===== src/rtl/pipe_stage_reg.sv =====
// Pipeline-stage register with valid/ready handshake, 2-entry skid buffer,
// synchronous flush and configurable reset value. Define PIPE_STATS_EN to add stall/bubble counters.
module pipe_stage_reg #(
  parameter int                    DATA_WIDTH        = 32,
  parameter logic [DATA_WIDTH-1:0] RESET_VALUE       = {DATA_WIDTH{1'b0}},
  parameter bit                    FLUSH_CLEARS_DATA = 1'b0,
  parameter int                    CNT_WIDTH         = 16
) (
  input  logic                  clk,
  input  logic                  rst,
  input  logic                  flush,
  input  logic                  in_valid,
  output logic                  in_ready,
  input  logic [DATA_WIDTH-1:0] in_data,
  output logic                  out_valid,
  input  logic                  out_ready,
  output logic [DATA_WIDTH-1:0] out_data,
  output logic [1:0]            occupancy
`ifdef PIPE_STATS_EN
  ,
  output logic [CNT_WIDTH-1:0]  stall_cnt,
  output logic [CNT_WIDTH-1:0]  bubble_cnt
`endif
);

  // The state encoding doubles as the occupancy count.
  localparam logic [1:0] ST_EMPTY = 2'd0;
  localparam logic [1:0] ST_ONE   = 2'd1;
  localparam logic [1:0] ST_FULL  = 2'd2;

  logic [1:0]            state_q, state_d;
  logic [DATA_WIDTH-1:0] main_q,  main_d;
  logic [DATA_WIDTH-1:0] skid_q,  skid_d;
  logic                  in_ready_q, in_ready_d;
  logic                  accept;
  logic                  pop;

  assign out_valid = (state_q != ST_EMPTY);
  assign in_ready  = in_ready_q;
  assign out_data  = main_q;
  assign occupancy = state_q;
  assign accept    = in_valid & in_ready_q;
  assign pop       = out_valid & out_ready;

  always_comb begin
    // NOTE: every signal assigned here gets a default first, so no path leaves it unassigned and no latch is inferred.
    state_d = state_q;
    main_d  = main_q;
    skid_d  = skid_q;

    case (state_q)
      ST_EMPTY: begin
        if (accept) begin
          state_d = ST_ONE;
          main_d  = in_data;
        end
      end
      ST_ONE: begin
        if (accept && pop) begin
          main_d = in_data;
        end else if (accept) begin
          state_d = ST_FULL;
          skid_d  = in_data;
        end else if (pop) begin
          state_d = ST_EMPTY;
        end
      end
      ST_FULL: begin
        // in_ready_q is low here, so only a pop can move us.
        if (pop) begin
          state_d = ST_ONE;
          main_d  = skid_q;
        end
      end
      default: state_d = ST_EMPTY;
    endcase

    // Flush kills everything in flight, including this cycle's input beat.
    if (flush) begin
      state_d = ST_EMPTY;
      if (FLUSH_CLEARS_DATA) begin
        main_d = RESET_VALUE;
        skid_d = RESET_VALUE;
      end
    end

    // Registered ready: look ahead at the next state instead of the current inputs.
    in_ready_d = (state_d != ST_FULL);
  end

  always_ff @(posedge clk or posedge rst) begin
    // NOTE: sequential state uses non-blocking assignments so all flops update together at the edge.
    if (rst) begin
      state_q    <= ST_EMPTY;
      main_q     <= RESET_VALUE;
      skid_q     <= RESET_VALUE;
      in_ready_q <= 1'b1;
    end else begin
      state_q    <= state_d;
      main_q     <= main_d;
      skid_q     <= skid_d;
      in_ready_q <= in_ready_d;
    end
  end

`ifdef PIPE_STATS_EN
  logic [CNT_WIDTH-1:0] stall_q,  stall_d;
  logic [CNT_WIDTH-1:0] bubble_q, bubble_d;

  // Saturating counters; only rst clears them, flush leaves them alone.
  always_comb begin
    stall_d  = stall_q;
    bubble_d = bubble_q;
    if (out_valid && !out_ready && (stall_q != {CNT_WIDTH{1'b1}})) begin
      stall_d = stall_q + 1'b1;
    end
    if (!out_valid && (bubble_q != {CNT_WIDTH{1'b1}})) begin
      bubble_d = bubble_q + 1'b1;
    end
  end

  always_ff @(posedge clk or posedge rst) begin
    if (rst) begin
      stall_q  <= '0;
      bubble_q <= '0;
    end else begin
      stall_q  <= stall_d;
      bubble_q <= bubble_d;
    end
  end

  assign stall_cnt  = stall_q;
  assign bubble_cnt = bubble_q;
`else
  // CNT_WIDTH only sizes the statistics counters, which are absent in this build.
  if (CNT_WIDTH < 1) begin : g_no_stats
  end
`endif

endmodule


===== config.mk =====
export PLATFORM = sky130hd
export DESIGN_NAME = pipe_stage_reg
export DESIGN_NICKNAME = d
export VERILOG_FILES = /design/src/rtl/pipe_stage_reg.sv
export SDC_FILE = /design/constraint.sdc
export NUM_CORES = 1
export LEC_CHECK = 0
export ABC_AREA = 1
export CAP_MARGIN = 20
export CORE_UTILIZATION = 56
export CTS_BUF_LIST = sky130_fd_sc_hd__clkbuf_8
export DETAILED_ROUTE_END_ITERATION = 7
export GPL_TIMING_DRIVEN = 0
export PLACE_DENSITY = 0.91
export SYNTH_ARGS = -nofsm -noshare
export SYNTH_HDL_FRONTEND = slang
export SYNTH_SLANG_ARGS = --single-unit

===== constraint.sdc =====
create_clock -name clk -period 3.4 [get_ports clk]
set_clock_uncertainty 0.05 [all_clocks]
set_input_delay 0.68 -clock clk [delete_from_list [all_inputs] [get_ports clk]]
set_output_delay 0.68 -clock clk [all_outputs]
set_load 0.05 [all_outputs]

==> metrics.md <==
| Metric | Value |
|---|---|
| Power density over cell area | `562 nW/um^2` |
| Worst slew margin | `0.643` |
| Critical Path AT | `1.81 ns` |
| Max IR drop VDD | `452 uV` |
| CTS tree | `done` |
| Post-Synthesis Cell Area | `3190 sq um` |
| Post-CTS setup buffers | `0` |
| # resized after CTS | `0` |
| Cell variety after synth | `18` |
| Clk_lat worst skew | `0.34 ns` |
| Startpoint types | `flop` |
| GR Overflow Total | `0` |
| Worst path required time | `2.67 ns` |
| Area leader, netlist | `dfrtp_1` |
| H-tree depth | `3` |
| Drt initial violations | `291` |
| Mapped Nets | `444` |
| Final worst-path cycle share | `0.747` |
| Static leakage | `2.24 nW` |
| Hold buffer count at CTS | `0` |
| Fin. Hold Viols | `0` |
| Die height | `77.5 um` |
| RSZ-0062 raised after global routing | `false` |
| Synthesized area per cell | `7.84 sq um` |
| Fin. max-slew vios | `0` |
| Row count | `27` |
| DRC Markers | `0` |
| Total CTS buffers | `9` |
| Power Total | `2.36 mW` |
| First-pass GRT wire length | `13.3 mm` |
| Clk buf depth | `2` |
| Crit. End Element | `output port` |
| Detail Placement HPWL | `5.64 mm` |
| Via count | `3047` |
| Worst setup slack after layout | `0.861 ns` |
| Slowest CP cell | `clkdlybuf4s50_1` |
| Seq/Total Area, Yosys | `0.526` |
| Area grow syn2layout | `31.7%` |
| Placer Congestion | `0.847` |
| Antenna violations before repair | `0` |
| Worst slack at placement | `1.23 ns` |
| Worst-Margin Slew | `0.535 ns` |
| Tot GR Track Use | `0.286` |
| Ratio of cells with drive above 1 in the final layout | `0.0951` |
| Status | `completed` |
| Crit-path cells | `inv_2 -> nand2_1 -> clkdlybuf4s50_1` |
| Flops & latches, synth | `67` |
| HP Class | `reg -> reg` |
| Drt first pass iters | `5` |
| Clock transition at path regs | `0.06 ns` |
| Area of the core | `5510 sq um` |
| Num ports | `73` |
| Fill cell count | `407` |
| FF+latch area | `1680 sq um` |
| Die width | `77.5 um` |
| Largest net degree at the start of global routing | `44` |
| Final core occ | `0.763` |
| Mapped Cells | `407` |
| Sink Count | `67` |
| Yosys top cell area share | `0.518` |
| Starting Density | `0.579` |
| Layout Cells excl Fill | `566` |
| Diodes inserted | `0` |
| Worst-path fanout max | `8` |
| Vias in the first global route | `2974` |
| Die area | `6000 sq um` |
| Placed cells | `552` |
| WL/cell | `13.8 um` |
| Crit path time final | `2.54 ns` |
| Via/cell ratio | `5.38` |
| Type of the worst setup path | `reg -> out` |
| Footprint of the multi-input gates | `1180 sq um` |
| Final WL | `7.84 mm` |
| Number of buffers added on ports | `72` |
| Routed Antenna Nets | `0` |
| Setup violations, final | `0` |
| Synth warn | `0` |
| CP max stage delay | `0.81 ns` |
| Root Driver | `clkbuf_8` |
| Final #Nets | `528` |
| Top cells by area, synth | `dfrtp_1, nand2_1, nand3_1, o21ai_0, inv_1` |
| Fmax | `394 MHz` |
| Number of max-cap violations | `0` |
[placed cells by master, fill, tap and decap left out, drive strengths merged]
cell type,n
clkbuf,11
dfstp,1
bufinv,1
clkinv,2
nand2,171
buf,26
inv,39
nand3,67
clkdlybuf4s50,72
dfrtp,66
a21oi,2
o21ai,32
nor2,4
[metrics by stage]
stage | setup TNS, ns | hold WS (ns) | cell area (sq um)
2_1_floorplan | 0 | 0.404 | 3190
3_3_place_gp | -4.60 | 0.412 | 4000
3_5_place_dp | 0 | 0.416 | 4020
4_1_cts | 0 | 0.432 | 4200
5_1_grt | 0 | 0.461 | 4200
6_report | 0 | 0.429 | 4200
[registers in the layout, indices dropped and copies added, names as in the netlist]
register / flops
in_ready: 1
occupancy: 2
out_data: 32
skid_q: 32
[synth_stat cells]
library cell / count
nor2_2: 2
inv_1: 37
nand2_2: 1
nor2_1: 1
buf_2: 15
dfrtp_1: 66
nand3_2: 1
buf_4: 1
dfstp_2: 1
o21ai_0: 28
inv_2: 1
nand3_1: 66
o21ai_1: 4
nand2_1: 170
nor2_4: 1
buf_6: 9
clkbuf_1: 1
a21oi_1: 2
[layer usage]
metal  GRT usage  routed length [um]
met5           0                   0
met4       0.119                 147
met3      0.0447                 493
met2       0.497                3950
met1       0.355                3250
[worst paths after layout]
kind | from | to | slack (ns) | depth (start not counted)
min reg2reg | out_data[21]$_DFFE_PP0P_ | out_data[21]$_DFFE_PP0P_ | 0.43 | 2
max | occupancy[0]$_DFF_PP0_ | out_valid | 0.86 | 3
min in group asynchronous | rst | out_data[16]$_DFFE_PP0P_ | 0.65 | 2
max reg2reg | in_ready$_DFF_PP1_ | skid_q[0]$_DFFE_PP0P_ | 1.78 | 7
min | out_data[21]$_DFFE_PP0P_ | out_data[21]$_DFFE_PP0P_ | 0.43 | 2
max in group asynchronous | rst | in_ready$_DFF_PP1_ | 1.97 | 3
[where the power goes]
part	switching, mW	internal, mW	leakage, nW
Sequential	0.0901	0.955	0.833
Clock	0.296	0.346	0.0992
Combinational	0.428	0.246	1.31
Total	0.814	1.55	2.24
[cell families after synthesis]
family / count (synthesis) / synth area share
DFF: 67 / 0.526
buffers and inverters: 64 / 0.104
and+or+nand+nor: 242 / 0.317
AOI/OAI and AO/OA: 34 / 0.0533
[worst max-delay path: cells and delay by family, from the launching register on]
kind	cells	cell delay, ns
buffers and inverters	2	0.93
flip-flops	1	0.43
AND/OR/NAND/NOR	1	0.11
[layout make-up]
cell class	instances	share of cell area
sequential	67	0.399
multi-input combinational	276	0.281
timing repair buffer	73	0.176
buffer	26	0.0447
inverter	38	0.0339
clock buffer	10	0.0327
tap	72	0.0214
clock inverter	4	0.0104
Note: power is estimated with default switching activity, not from simulation.
